File: src/rtl/mtimer_multi.sv
// Multi-hart machine timer: 64-bit mtime with a programmable prescaler, per-hart mtimecmp
// comparators driving mtip, per-hart software interrupt bits and a registered read port.
module mtimer_multi #(
    parameter int unsigned NUM_HARTS = 2,
    parameter int unsigned ADDR_W    = 5
) (
    input  logic                 clk,
    input  logic                 rst_n,
    input  logic                 clnt_en,
    input  logic                 re,
    input  logic                 we,
    input  logic [ADDR_W-1:0]    clnt_addr,
    input  logic [31:0]          din,
    output logic [31:0]          dout,
    output logic                 rvalid,
    output logic [NUM_HARTS-1:0] mtip,
    output logic [NUM_HARTS-1:0] msip,
    output logic                 tick
);

    logic [63:0]          mtime_q, mtime_d;
    logic [31:0]          prescale_q;
    logic [31:0]          cnt_q, cnt_d;
    logic [31:0]          snap_q;
    logic                 enable_q;
    logic [63:0]          cmp_q [NUM_HARTS];
    logic [NUM_HARTS-1:0] msip_q, mtip_q;
    logic [31:0]          dout_q;
    logic                 rvalid_q, tick_q;

    logic [31:0] addr;
    logic [31:0] rdata;
    logic        wr, rd, wr_lo, wr_hi, presc_clr, hit, inc;

    assign addr      = 32'(clnt_addr);
    assign wr        = clnt_en && we;
    assign rd        = clnt_en && re;
    assign wr_lo     = wr && (addr == 32'd0);
    assign wr_hi     = wr && (addr == 32'd1);
    assign presc_clr = wr && (addr == 32'd4) && din[1];
    assign hit       = (cnt_q == prescale_q);
    // A software write to either mtime half steals the increment of that cycle.
    assign inc       = enable_q && hit && !presc_clr && !wr_lo && !wr_hi;

    always_comb begin
        cnt_d = cnt_q;
        if (presc_clr) begin
            cnt_d = '0;
        end else if (enable_q) begin
            cnt_d = hit ? 32'd0 : cnt_q + 32'd1;
        end
    end

    always_comb begin
        mtime_d = mtime_q;
        if (wr_lo) begin
            mtime_d[31:0] = din;
        end else if (wr_hi) begin
            mtime_d[63:32] = din;
        end else if (inc) begin
            mtime_d = mtime_q + 64'd1;
        end
    end

    always_comb begin
        rdata = '0;
        case (addr)
            32'd0:   rdata = mtime_q[31:0];
            32'd1:   rdata = mtime_q[63:32];
            32'd2:   rdata = snap_q;
            32'd3:   rdata = prescale_q;
            32'd4:   rdata = {31'b0, enable_q};
            default: rdata = '0;
        endcase
        for (int unsigned h = 0; h < NUM_HARTS; h++) begin
            if (addr == 8 + 2 * h)             rdata = cmp_q[h][31:0];
            if (addr == 9 + 2 * h)             rdata = cmp_q[h][63:32];
            if (addr == 8 + 2 * NUM_HARTS + h) rdata = {31'b0, msip_q[h]};
        end
    end

    always_ff @(posedge clk) begin
        if (!rst_n) begin
            mtime_q    <= '0;
            prescale_q <= '0;
            cnt_q      <= '0;
            enable_q   <= 1'b1;
            snap_q     <= '0;
            msip_q     <= '0;
            mtip_q     <= '0;
            dout_q     <= '0;
            rvalid_q   <= 1'b0;
            tick_q     <= 1'b0;
            for (int unsigned h = 0; h < NUM_HARTS; h++) begin
                cmp_q[h] <= '1;
            end
        end else begin
            mtime_q  <= mtime_d;
            cnt_q    <= cnt_d;
            tick_q   <= inc;
            rvalid_q <= rd;
            dout_q   <= rd ? rdata : 32'd0;
            // Latch the hi half alongside a lo read so a later hi read is carry-consistent.
            if (rd && addr == 32'd0) snap_q <= mtime_q[63:32];
            if (wr && addr == 32'd3) prescale_q <= din;
            if (wr && addr == 32'd4) enable_q <= din[0];
            for (int unsigned h = 0; h < NUM_HARTS; h++) begin
                if (wr && addr == 8 + 2 * h)             cmp_q[h][31:0]  <= din;
                if (wr && addr == 9 + 2 * h)             cmp_q[h][63:32] <= din;
                if (wr && addr == 8 + 2 * NUM_HARTS + h) msip_q[h]       <= din[0];
                mtip_q[h] <= (mtime_q >= cmp_q[h]);
            end
        end
    end

    assign dout   = dout_q;
    assign rvalid = rvalid_q;
    assign mtip   = mtip_q;
    assign msip   = msip_q;
    assign tick   = tick_q;

endmodule

File: config.mk
export PLATFORM = sky130hd
export DESIGN_NAME = mtimer_multi
export DESIGN_NICKNAME = d
export VERILOG_FILES = /design/src/rtl/mtimer_multi.sv
export SDC_FILE = /design/constraint.sdc
export NUM_CORES = 1
export LEC_CHECK = 0
export CAP_MARGIN = 25
export CORE_MARGIN = 1
export CORE_UTILIZATION = 45
export CTS_BUF_LIST = sky130_fd_sc_hd__clkbuf_4 sky130_fd_sc_hd__clkbuf_8 sky130_fd_sc_hd__clkbuf_16
export DETAILED_ROUTE_END_ITERATION = 10
export PLACE_DENSITY = 0.7
export RECOVER_POWER = 100
export SLEW_MARGIN = 5
export SYNTH_ARGS = -nofsm -noshare
export SYNTH_HDL_FRONTEND = slang
export SYNTH_SLANG_ARGS = --single-unit
File: constraint.sdc
create_clock -name clk -period 4.6 [get_ports clk]
set_clock_uncertainty 0.05 [all_clocks]
set_input_delay 0.92 -clock clk [delete_from_list [all_inputs] [get_ports clk]]
set_output_delay 0.92 -clock clk [all_outputs]
set_load 0.02 [all_outputs]
# Word-level counts from Yosys, hierarchy flattened
# Memory sizes are Yosys's and may differ from the RTL's.
# Index checks and enable logic that the tools add are counted.
[word_totals] ff_bits=199 latchBits=0 ram_bits=128 romBits=0 output_inout_bits=38 mem_count=1
[op_classes] n_addsub=2 n_mul=0 div_mod_pow=0 n_lt_le_gt_ge=2 n_eq_ne=12 shift=0 n_mux=29 n_bitwise=7 reduce_logical=29
[memory_table] memory="cmp_q" depth=2 word_bits=64 rd=2 rd_ports_with_merged_regs=0 wr=2 line="26" source="logic [63:0] cmp_q [NUM_HARTS];"
[ops] op="2-to-1 mux 32 bit" n=13
[ops] op="case mux 32 bit (5 select lines)" n=1
[ops] op=">= comparator 64 bit" n=2
[ops] op="adder 64 x 1 -> 64 bit, second input constant" n=1
[ops] op="2-to-1 mux 64 bit" n=1
[ops] op="adder 32 x 1 -> 32 bit, second input constant" n=1
[ops] op="equality test 32 bit" n=1
[ops] op="zero test 32 bit" n=1
[ops] op="equality test 5 x 4 -> 1 bit, second input constant" n=6
[ops] op="logical AND 1 bit" n=18
[ops] op="2-to-1 mux 1 bit" n=14
[ops] op="equality test 5 x 2 -> 1 bit, second input constant" n=2
[ops] op="AND reduction 2 bit" n=3
[ops] op="equality test 5 x 1 -> 1 bit, second input constant" n=1
[ops] op="equality test 5 x 3 -> 1 bit, second input constant" n=1
[ops] op="bitwise OR 1 bit" n=4
[ops] op="nonzero test 2 bit" n=2
[ops] op="zero test 1 bit" n=3
[ops] op="inverter 1 bit" n=3
[ops] op="OR reduction 3 bit" n=1
[ops] op="!= test 2 bit, second input constant" n=1
[ops] op="OR reduction 2 bit" n=1

# Depth between registers and ports, before layout
# Gate-level depths: netlist of run 1.
[logic_depth] ltp_word=10 ltp_mapped=10 mapped_depth_nobuf=9

# Least setup slack after synthesis of run 1
# OpenSTA, ideal clock, no wires.
[synth_path] path_kind="input port to flip-flop" startpoint="in clnt_addr[1]" endpoint="mem cmp_q[1][32] (enable)" setup_ps=466 arrival_ps=3964 setup_slack_ps=120 stages=5 path_buffers=2 path_cell_list="clkbuf_1 -> and2_1 -> nand3_1 -> clkbuf_1 -> o21ai_0"
[synth_rtl] item="start, declared" line="12" source="input logic [ADDR_W-1:0] clnt_addr,"
[synth_rtl] item="end, declared" line="26"

# Worst setup path in the final report of run 1
[layout_path] startpoint="in clnt_addr[3]" endpoint="reg snap_q[20]"
[layout_via] elab_chain_len=2
[layout_lines] item="zero test 32 bit" line="104" source="if (rd && addr == 32'd0) snap_q <= mtime_q[63:32];"
[layout_lines] item="logical AND 1 bit" line="104"
[layout_lines] item="end signal, assigned" line="104"
[layout_lines] item="end, declared" line="24" source="logic [31:0] snap_q;"
# No other way between the ends.
# A chain may end at the register's enable or synchronous reset.

==> results of run 1 <==
[report_power, final]
group | internal [mW] | total [mW] | switching [mW]
logic | 0.193 | 0.604 | 0.412
clock network | 1.71 | 2.92 | 1.21
registers | 3.10 | 3.16 | 0.0686
total | 5.00 | 6.69 | 1.69
[synth_stat cells (all sizes together), types with 55 or more instances]
cell type	number
nand2	250
dfxtp	199
inv	141
ha	130
edfxtp	128
a21oi	108
clkbuf	103
nor2	103
nand3	70
o21ai	70
xor2	68
a22oi	63
a21o	55
or3	55
[worst reg2reg max path, cell delays in order, from the launching register on]
cell,delay [ns]
dfxtp_1,0.40
ha_1,0.35
nand3_1,0.13
or4_1,0.65
nor4_1,0.62
nor3_1,0.21
o21ai_0,0.64
a2111oi_0,0.22
clkbuf_1,0.21
o21ai_0,0.29
[metrics by stage]
| stage | area [um2] | worst slack, ns |
|---|---|---|
| after floorplan | 17700 | 0.120 |
| after global placement | 19200 | 0.539 |
| after detailed placement | 19200 | 0.463 |
| after CTS | 20400 | 1.00 |
| after global routing | 20300 | 0.375 |
| final | 20300 | 0.462 |
[path summary, 6_finish.rpt]
path                                  from                 endpoint  slack (ns)
setup / recovery              clnt_addr[3]  snap_q[20]$_SDFFE_PN0P_        0.46
hold / removal     snap_q[27]$_SDFFE_PN0P_  snap_q[27]$_SDFFE_PN0P_        0.41
setup reg to reg  mtime_q[15]$_SDFFE_PN0P_       mtip[1]$_SDFF_PN0_        0.71
hold reg to reg    snap_q[27]$_SDFFE_PN0P_  snap_q[27]$_SDFFE_PN0P_        0.41
[sequential cells by signal, summed over array words and instances, names as in the netlist]
signal      cells
snap_q         32
cmp_q         128
tick            1
enable_q        1
cnt_q          32
msip            2
mtip            2
rvalid          1
prescale_q     32
dout           32
mtime_q        64
[logic make-up (layout without fill, tap and decap cells)]
group / after synthesis / in the layout / synth area share
flops: 327 / 327 / 0.443
xor+xnor: 84 / 84 / 0.0416
mux: 2 / 2 / 0.00113
fa+ha+maj: 130 / 130 / 0.0921
simple gates: 650 / 650 / 0.179
buf+inv: 250 / 341 / 0.0540
compound gates: 499 / 499 / 0.189
[routing by layer]
metal	global-route usage	up-vias	part of all wire
li1	-	7228	-
met1	0.402	7722	0.42
met2	0.456	814	0.45
met3	0.0537	129	0.092
met4	0.107	0	0.035
met5	0	-	0
[layout make-up]
type                    instances  area share
multi-input cells            1365       0.441
flip-flops and latches        327       0.386
repair buffers                134      0.0561
clock buffers                  56      0.0545
well taps                     518      0.0320
inverters                     142      0.0264
clock inverters                 9     0.00340
==> metrics.md, run 1 <==
| Metric | Value |
|---|---|
| Most common cell after layout, fill and taps aside | nand2_1 |
| CTS root buf | clkbuf_16 |
| R2R depth | 9 |
| CP arrival | 4.54 ns |
| Mean post-synth cell area | between 9 and 10 um2 |
| Initial antenna violation count | 0 |
| FP Rows | 72 |
| Post-CTS Hold Buffers | 0 |
| Core area | 0.0386 mm2 |
| Final Hold Vio Count | 0 |
| Vias in the first global route | 15100 |
| Cell family with most CP delay | buffers and inverters |
| Register Area | 0.00783 mm2 |
| DP HPWL | approximately 40000 um |
| Syn_nets | 2114 |
| ANT nets after route | 0 |
| Initial Utilization | 0.457 |
| Crit path depth | 9 |
| Cts bufs inserted | 37 |
| Final setup fails | 0 |
| Post_cts resized | 0 |
| Area taken by multi-input logic gates | 0.00894 mm2 |
| MaxCap Viol Count | 3 |
| Fin crit share | 0.899 |
| Hold-critical path depth | 2 |
| Avg WL per Cell | around 23 um |
| Initial DRC Count | around 1800 |
| Leakage power | a little over 8 nW |
| Crit path time final | roughly 4.1 ns |
| Worst EP required | roughly 5.0 ns |
| Power per cell area | 330 mW/mm2 |
| Worst stage delay on the critical path | 0.78 ns |
| Slew margin rel. | -0.485 |
| I/O pin count | 80 |
| Mapped Area | 0.0177 mm2 |
| Die area | 0.0401 mm2 |
| Synth area leaders | dfxtp_1 (23%), edfxtp_1 (22%), ha_1 (9.2%) |
| Post-synth EDFFs | 128 |
| Pin count of the biggest net entering global routing | 72 |
| Total routed wirelength | 58800 um |
| Worst hold slack | slightly above 0.4 ns |
| Clock slew at reported path FFs | 0.05 ns |
| DRC | 0 |
| Kind of end point of the critical path | flop |
| Kind of critical path | in -> reg |
| Synth top area share | 0.225 |
| Drt pass-1 iters | 5 |
| Longest Clk Path Bufs | 3 |
| Commonest register cell after synthesis | dfxtp_1 |
| Design Power | 6.69 mW |
| Hold Path Class | reg -> reg |
| Worst setup SP type | input port |
| Most frequent cells in the layout | nand2_1 (250), dfxtp_1 (199), inv_1 (141) |
| Yosys cell types | 67 |
| Register area share after synthesis | 0.443 |
| Worst IR drop on VDD | 268 uV |
| Post-synthesis cell count | 1942 |
| Slowest CP cell | clkbuf_2 |
| Slew Limit Fails | 102 |
| Status | finished, violations left |
| H-tree depth | 2 |
| Skew-Pair Late Insertion Delay | around 0.56 ns |
| Area Growth Syn to Fin | 14.7% |
| Die Wd | between 200 and 250 um |
| Setup TNS | 0 ns |
| Final #Nets | 2179 |
| Least-Margin Pin Slew | 2.23 ns |
| Fillers | 3516 |
| RSZ-0062 raised after global routing | false |
| Die height | 200 um |
| # Post-CTS Setup Buffers | 0 |
| Failing checks | max-capacitance violations, max-slew violations |
| Worst-path cell chain | dlygate4sd3_1 -> nor2_1 -> nand2_1 -> nor3_2 -> clkbuf_1 -> and3_1 -> clkbuf_2 -> nand2_1 -> a21oi_1 |
| Congestion Overflow GR | 0 |
| Placed Instances | about 2500 |
| Via count | between 15000 and 20000 |
| Most frequent CP cell | nand2_1 |
| IO buf count | 79 |
| Global router's overall resource usage | 0.292 |
| #FFs+latches synth | roughly 330 |
| Fmax | about 240 MHz |
| Crit Path Max Fanout | 32 |
| Asr flop ratio synth | 0 |
| Final GP Congestion | 0.980 |
| Final Util | 0.524 |
| Ant. Diodes | 0 |
| Post-synth top area cell | dfxtp_1 |
| Share of cells above drive strength 1 | 0.0649 |
| CTS tree | yes |
| CP Buf/Inv Count | 3 |
| Vias per cell | 6.23 |
| Syn. warnings | 0 |
| Layout Cells excl Fill | about 2600 |
| # clock sinks | 327 |
| First-pass GRT wire length | 90700 um |
No activity file was read; power rests on OpenSTA's default activity.
==> run 2: changes to the inputs <==
--- a/config.mk
+++ b/config.mk
@@ -6,6 +6,7 @@
 export NUM_CORES = 1
 export LEC_CHECK = 0
 export CAP_MARGIN = 25
+export CORE_ASPECT_RATIO = 1.2
 export CORE_MARGIN = 1
 export CORE_UTILIZATION = 45
 export CTS_BUF_LIST = sky130_fd_sc_hd__clkbuf_4 sky130_fd_sc_hd__clkbuf_8 sky130_fd_sc_hd__clkbuf_16
==> run 2 against run 1 <==
- the run ends with design-rule violations, max-capacitance violations, max-slew violations left
- maximum frequency about the same
- sequential cell count unchanged
- setup slack worse by 0.0015 ns
- global-route usage up 0.75 points
- register-to-register slack better by 0.16 ns
- clock-buffer cell count down 6
- die area about the same
- final cell count about the same
- critical endpoint is now cmp_q[1][45]$_DFFE_PP_
==> metrics.md, run 2 (synthesized netlist as in run 1, its figures left out) <==
| Metric | Value |
|---|---|
| Final Hold Vio Count | 0 (unchanged) |
| ANT nets after route | 0 (unchanged) |
| Worst-path cell chain | dlygate4sd3_1 -> nor2b_1 -> nand3_1 -> buf_4 -> o21ai_0 -> clkbuf_2 |
| Post_cts resized | 0 (unchanged) |
| CP arrival | 4.27 ns (-0.27 ns) |
| Avg WL per Cell | 23.4 um (+1.7%) |
| Vias per cell | 6.20 (-0.47%) |
| CP Buf/Inv Count | 3 (unchanged) |
| Global router's overall resource usage | 0.299 (+0.00751) |
| RSZ-0062 raised after global routing | false |
| Setup TNS | 0 ns (unchanged) |
| H-tree depth | 2 (unchanged) |
| Worst EP required | 4.73 ns (-0.27 ns) |
| First-pass GRT wire length | 90300 um (-0.46%) |
| Slowest CP cell | o21ai_0 |
| Share of cells above drive strength 1 | 0.0602 (-0.00468) |
| Cell family with most CP delay | buffers and inverters |
| CTS root buf | clkbuf_16 |
| Vias in the first global route | 15200 (+0.51%) |
| CTS tree | yes |
| Initial antenna violation count | 1 (+1) |
| Core area | 0.0387 mm2 (+0.26%) |
| Post-CTS Hold Buffers | 0 (unchanged) |
| Kind of critical path | in -> reg |
| Most frequent cells in the layout | nand2_1 (250), dfxtp_1 (199), inv_1 (141) |
| IO buf count | 79 (unchanged) |
| I/O pin count | 80 (unchanged) |
| Final Util | 0.524 (-0.000644) |
| # clock sinks | 327 (unchanged) |
| Crit path time final | 4.14 ns (+0.00149 ns) |
| Initial DRC Count | 1586 (-12%) |
| Fmax | 242 MHz (about the same) |
| Hold Path Class | reg -> reg |
| Reg with most FFs | cmp_q |
| Area Growth Syn to Fin | 14.8% |
| Worst hold slack | 0.404 ns (-0.00123 ns) |
| Regs by FF count | cmp_q (128), mtime_q (64) |
| Die area | 0.0401 mm2 (about the same) |
| Fillers | 3614 (+2.8%) |
| Worst setup SP type | input port |
| Final GP Congestion | 0.964 (-1.6%) |
| Crit Path Max Fanout | 32 (unchanged) |
| Post-route cell area | 0.0203 mm2 (+0.14%) |
| Via count | 15800 (-0.43%) |
| Congestion Overflow GR | 0 (unchanged) |
| FP Rows | 79 (+9.7%) |
| Kind of end point of the critical path | flop |
| Slew margin rel. | -0.158 (+0.327) |
| Max FFs per register | 128 (unchanged) |
| Failing checks | design-rule violations, max-capacitance violations, max-slew violations |
| Most common cell after layout, fill and taps aside | nand2_1 |
| Register Area | 0.00783 mm2 (unchanged) |
| Die Wd | 183 um (-8.6%) |
| Final setup fails | 0 (unchanged) |
| # Post-CTS Setup Buffers | 0 (unchanged) |
| Power per cell area | 334 mW/mm2 (+1.1%) |
| DRC | 4 (+4) |
| Die height | 219 um (+9.5%) |
| Worst IR drop on VDD | 263 uV (-1.9%) |
| Total routed wirelength | 59800 um (+1.7%) |
| Clock slew at reported path FFs | 0.06 ns (about the same) |
| Longest Clk Path Bufs | 3 (unchanged) |
| Worst stage delay on the critical path | 1.36 ns (+0.58 ns) |
| Least-Margin Pin Slew | 1.72 ns (-0.509 ns) |
| Skew-Pair Late Insertion Delay | 0.53 ns (-0.03 ns) |
| MaxCap Viol Count | 1 (-2) |
| Fin crit share | 0.900 (about the same) |
| Status | finished, violations left |
| Initial Utilization | 0.456 (-0.00118) |
| Leakage power | 8.07 nW (-0.14%) |
| DP HPWL | 42600 um (+4.1%) |
| Pin count of the biggest net entering global routing | 70 (-2.8%) |
| Cts bufs inserted | 37 (unchanged) |
| Final #Nets | 2171 (-0.37%) |
| Slew Limit Fails | 10 (-90%) |
| Placed cell area | 0.0192 mm2 (-0.14%) |
| Area taken by multi-input logic gates | 0.00894 mm2 (about the same) |
| Drt pass-1 iters | 11 (+6) |
## run 2: cell types whose count changed in the layout (fill, tap and decap cells not counted), sizes merged
cell           before  now
clkinv              7   10
clkbuf             76   65
diode               0    1
dlygate4sd3        41   40
inv               142  143
clkinvlp            1    0
clkdlybuf4s50      37   38
buf                36   33
bufinv              1    4
## run 2: worst paths after layout
kind / from / to / slack (ns) / cells past startpoint
worst min-delay path: snap_q[0]$_SDFFE_PN0P_ / snap_q[0]$_SDFFE_PN0P_ / 0.40 / 2
worst max-delay path: clnt_addr[3] / cmp_q[1][45]$_DFFE_PP_ / 0.46 / 6
worst min register to register: snap_q[0]$_SDFFE_PN0P_ / snap_q[0]$_SDFFE_PN0P_ / 0.40 / 2
worst max register to register: prescale_q[20]$_SDFFE_PN0P_ / mtime_q[59]$_SDFFE_PN0P_ / 0.87 / 7
## run 2: cell type report
class,instances,area share
Antenna cell,1,0.000123
Clock buffer,50,0.0516
Clock inverter,15,0.00857
Inverter,142,0.0264
Multi-Input combinational cell,1365,0.441
Sequential cell,327,0.386
Tap cell,526,0.0324
Timing Repair Buffer,126,0.0543
## run 2: worst register-to-register path, cell delays in order, from the launching register on
cell      delay [ns]
dfxtp_1         0.46
xor2_1          0.12
nor4_1          0.41
nand4_1         0.36
nor4_4          0.74
nand4_1         0.66
or3_1           0.57
a311oi_1        0.27
## run 2: metal layers
metal	track usage	wire (um)	part of all wire
met2	0.513	28800	0.48
met5	0	13	0.00022
met1	0.357	22600	0.38
met3	0.0496	5050	0.084
met4	0.167	3300	0.055
## run 2: power breakdown
| part | internal, mW | switching, mW |
|---|---|---|
| sequential | 3.10 | 0.0814 |
| clock | 1.82 | 1.18 |
| combinational | 0.186 | 0.402 |
| total | 5.10 | 1.67 |
## run 2: per-stage QoR
| stage | total power [mW] | cells | setup WS [ns] |
|---|---|---|---|
| after floorplan | 3.54 | 1942 | 0.120 |
| after global placement | 3.81 | 2485 | 0.519 |
| after detailed placement | 3.82 | 2486 | 0.415 |
| after CTS | 6.80 | 2551 | 0.933 |
| after global routing | 6.98 | 2551 | 0.375 |
| final | 6.77 | 2552 | 0.461 |
==> run 3: changes to the inputs <==
--- a/config.mk
+++ b/config.mk
@@ -11,7 +11,7 @@
 export CORE_UTILIZATION = 45
 export CTS_BUF_LIST = sky130_fd_sc_hd__clkbuf_4 sky130_fd_sc_hd__clkbuf_8 sky130_fd_sc_hd__clkbuf_16
 export DETAILED_ROUTE_END_ITERATION = 10
-export PLACE_DENSITY = 0.7
+export PLACE_DENSITY_LB_ADDON = 0.05
 export RECOVER_POWER = 100
 export SLEW_MARGIN = 5
 export SYNTH_ARGS = -nofsm -noshare
==> run 3 against run 2 <==
- the run ends with max-capacitance violations, max-slew violations left
- via count decreased by 2.2%
- design area up 0.54%
- sequential cell count is the same
- register-to-register slack gained 0.18 ns
- critical path type unchanged
==> metrics.md, run 3 (synthesized netlist as in run 1, its figures left out) <==
| Metric | Value |
|---|---|
| Status | finished, violations left |
| Failing checks | max-capacitance violations, max-slew violations |
| Crit path time final | 3.97 ns (-0.172 ns) |
| Worst setup SP type | input port |
| Kind of critical path | in -> reg |
| Ant. Diodes | 0 (-1) |
| Die area | 0.0401 mm2 (unchanged) |
| Area Growth Syn to Fin | 15.4% |
| Sw frac | 0.252 (+0.00612) |
| Global router's overall resource usage | 0.318 (+0.0183) |
| Worst EP required | 4.81 ns (+0.08 ns) |
| Die Wd | 183 um (unchanged) |
| Core area | 0.0387 mm2 (unchanged) |
| M2 GR Usage | 0.554 (+0.0408) |
| Final Util | 0.526 (+0.00281) |
| Skew-Pair Late Insertion Delay | 0.54 ns (about the same) |
| GRT busiest layer | met2 |
| Share of cells above drive strength 1 | 0.0658 (+0.00554) |
| Slew margin rel. | -0.189 (-0.0316) |
| Final GP Congestion | 0.935 (-3.0%) |
| Vias in the first global route | 15000 (-1.7%) |
| Clock slew at reported path FFs | 0.06 ns (about the same) |
| Slew Limit Fails | 66 (+56) |
| Final worst slack | 0.633 ns (+0.172 ns) |
| P_sw | 1.73 mW (+3.8%) |
| Setup TNS | 0 ns (unchanged) |
| Initial DRC Count | 1239 (-22%) |
| MaxCap Viol Count | 2 (+1) |
| Longest Clk Path Bufs | 3 (unchanged) |
| RSZ-0062 raised after global routing | false |
| FP Rows | 79 (unchanged) |
| DRC | 0 (-4) |
| DP HPWL | 44400 um (+4.3%) |
| Cts bufs inserted | 37 (unchanged) |
| First-pass GRT wire length | 93900 um (+4.0%) |
| Reg with most FFs | cmp_q |
| # Post-CTS Setup Buffers | 0 (unchanged) |
| Routing usage on met3 | 0.0382 (-0.0115) |
| Fmax | 252 MHz (+4.3%) |
| Global Route met1 Usage | 0.388 (+0.0314) |
| Gate power share | 0.091 (+0.004) |
| I/O pin count | 80 (unchanged) |
| Initial antenna violation count | 0 (-1) |
| Final Hold Vio Count | 0 (unchanged) |
| Initial Utilization | 0.456 (unchanged) |
| Most common cell after layout, fill and taps aside | nand2_1 |
| ANT nets after route | 0 (unchanged) |
| Setup slack, reg-to-reg | 1.05 ns (+0.18 ns) |
| Final #Nets | 2181 (+0.46%) |
| IO buf count | 79 (unchanged) |
| CTS root buf | clkbuf_16 |
| Pin count of the biggest net entering global routing | 65 (-7.1%) |
| CTS tree | yes |
| Final setup fails | 0 (unchanged) |
| H-tree depth | 2 (unchanged) |
| Via count | 15500 (-2.2%) |
| Most frequent cells in the layout | nand2_1 (249), dfxtp_1 (199), inv_1 (141) |
| Clock share of power | 0.447 (+0.003) |
| Max FFs per register | 128 (unchanged) |
| Drt pass-1 iters | 5 (-6) |
| Hold Path Class | reg -> reg |
| # clock sinks | 327 (unchanged) |
| Die height | 219 um (unchanged) |
| Worst IR drop on VDD | 276 uV (+5.0%) |
| Vias per cell | 6.04 (-2.7%) |
| Crit Path Max Fanout | 32 (unchanged) |
| Fillers | 3610 (-0.11%) |
| Internal power | 5.13 mW (+0.50%) |
| Fin crit share | 0.862 (-0.0373) |
| Leakage power | 8.12 nW (+0.65%) |
| Place WS | 0.611 ns (+0.196 ns) |
| CP arrival | 4.17 ns (-0.10 ns) |
| Power per cell area | 336 mW/mm2 (+0.78%) |
| Regs by FF count | cmp_q (128), mtime_q (64) |
| Post_cts resized | 0 (unchanged) |
| Avg WL per Cell | 24.5 um (+4.7%) |
| Least-Margin Pin Slew | 1.78 ns (+0.0656 ns) |
| Seq pwr share | 0.461 (-0.008) |
| Kind of end point of the critical path | flop |
| Total routed wirelength | 62900 um (+5.1%) |
| Congestion Overflow GR | 0 (unchanged) |
| Post-CTS Hold Buffers | 0 (unchanged) |
## run 3: cell types whose count changed in the layout (fill, tap and decap cells not counted), sizes merged
cell / delta
buf: +7
clkbuf: +2
clkinv: +2
clkinvlp: +2
diode: -1
inv: -1
## run 3: final cells by class
cell class / count / area, um2 / share of cell area
Tap cell: 526 / 658 / 0.0323
Inverter: 142 / 536 / 0.0263
Sequential cell: 327 / 7830 / 0.384
Multi-Input combinational cell: 1365 / 8950 / 0.439
Clock inverter: 18 / 198 / 0.00969
Timing Repair Buffer: 136 / 1180 / 0.0579
Clock buffer: 49 / 1050 / 0.0516
## run 3: path summary, 6_finish.rpt
| path | endpoint | depth (start not counted) | start |
|---|---|---|---|
| worst max register to register | mtime_q[53]$_SDFFE_PN0P_ | 6 | mtime_q[2]$_SDFFE_PN0P_ |
| worst max-delay path | cmp_q[1][6]$_DFFE_PP_ | 6 | clnt_addr[3] |
| worst min register to register | snap_q[27]$_SDFFE_PN0P_ | 2 | snap_q[27]$_SDFFE_PN0P_ |
| worst min-delay path | snap_q[27]$_SDFFE_PN0P_ | 2 | snap_q[27]$_SDFFE_PN0P_ |
## run 3: per-stage QoR
stage	hold WS (ns)	instances	total power, mW	area [um2]
after global routing	0.423	2563	7.07	20400
after floorplan	0.386	1942	3.54	17700
after global placement	0.391	2496	3.85	19300
after detailed placement	0.398	2496	3.86	19300
final	0.403	2563	6.86	20400
after CTS	0.405	2563	6.91	20500
## run 3: worst max-delay path: stages
cell and delay (ns):
dlygate4sd3_1 0.63, nor2b_1 0.41, nand2_1 0.31, or3_2 0.53, clkbuf_1 0.69, or3_1 0.66
## run 3: power by group through the flow
stage	Combinational (mW)	Clock [mW]	Sequential [mW]
3_3_place_gp	0.624	0	3.22
2_1_floorplan	0.333	0	3.21
3_5_place_dp	0.630	0	3.23
4_1_cts	0.634	3.11	3.16
5_1_grt	0.678	3.21	3.17
6_report	0.625	3.07	3.16
## run 3: per-layer routing
| layer | part of all wire | routed length (um) |
|---|---|---|
| met4 | 0.050 | 3160 |
| met1 | 0.40 | 25100 |
| met3 | 0.060 | 3750 |
| met5 | 0 | 0 |
| met2 | 0.49 | 30900 |
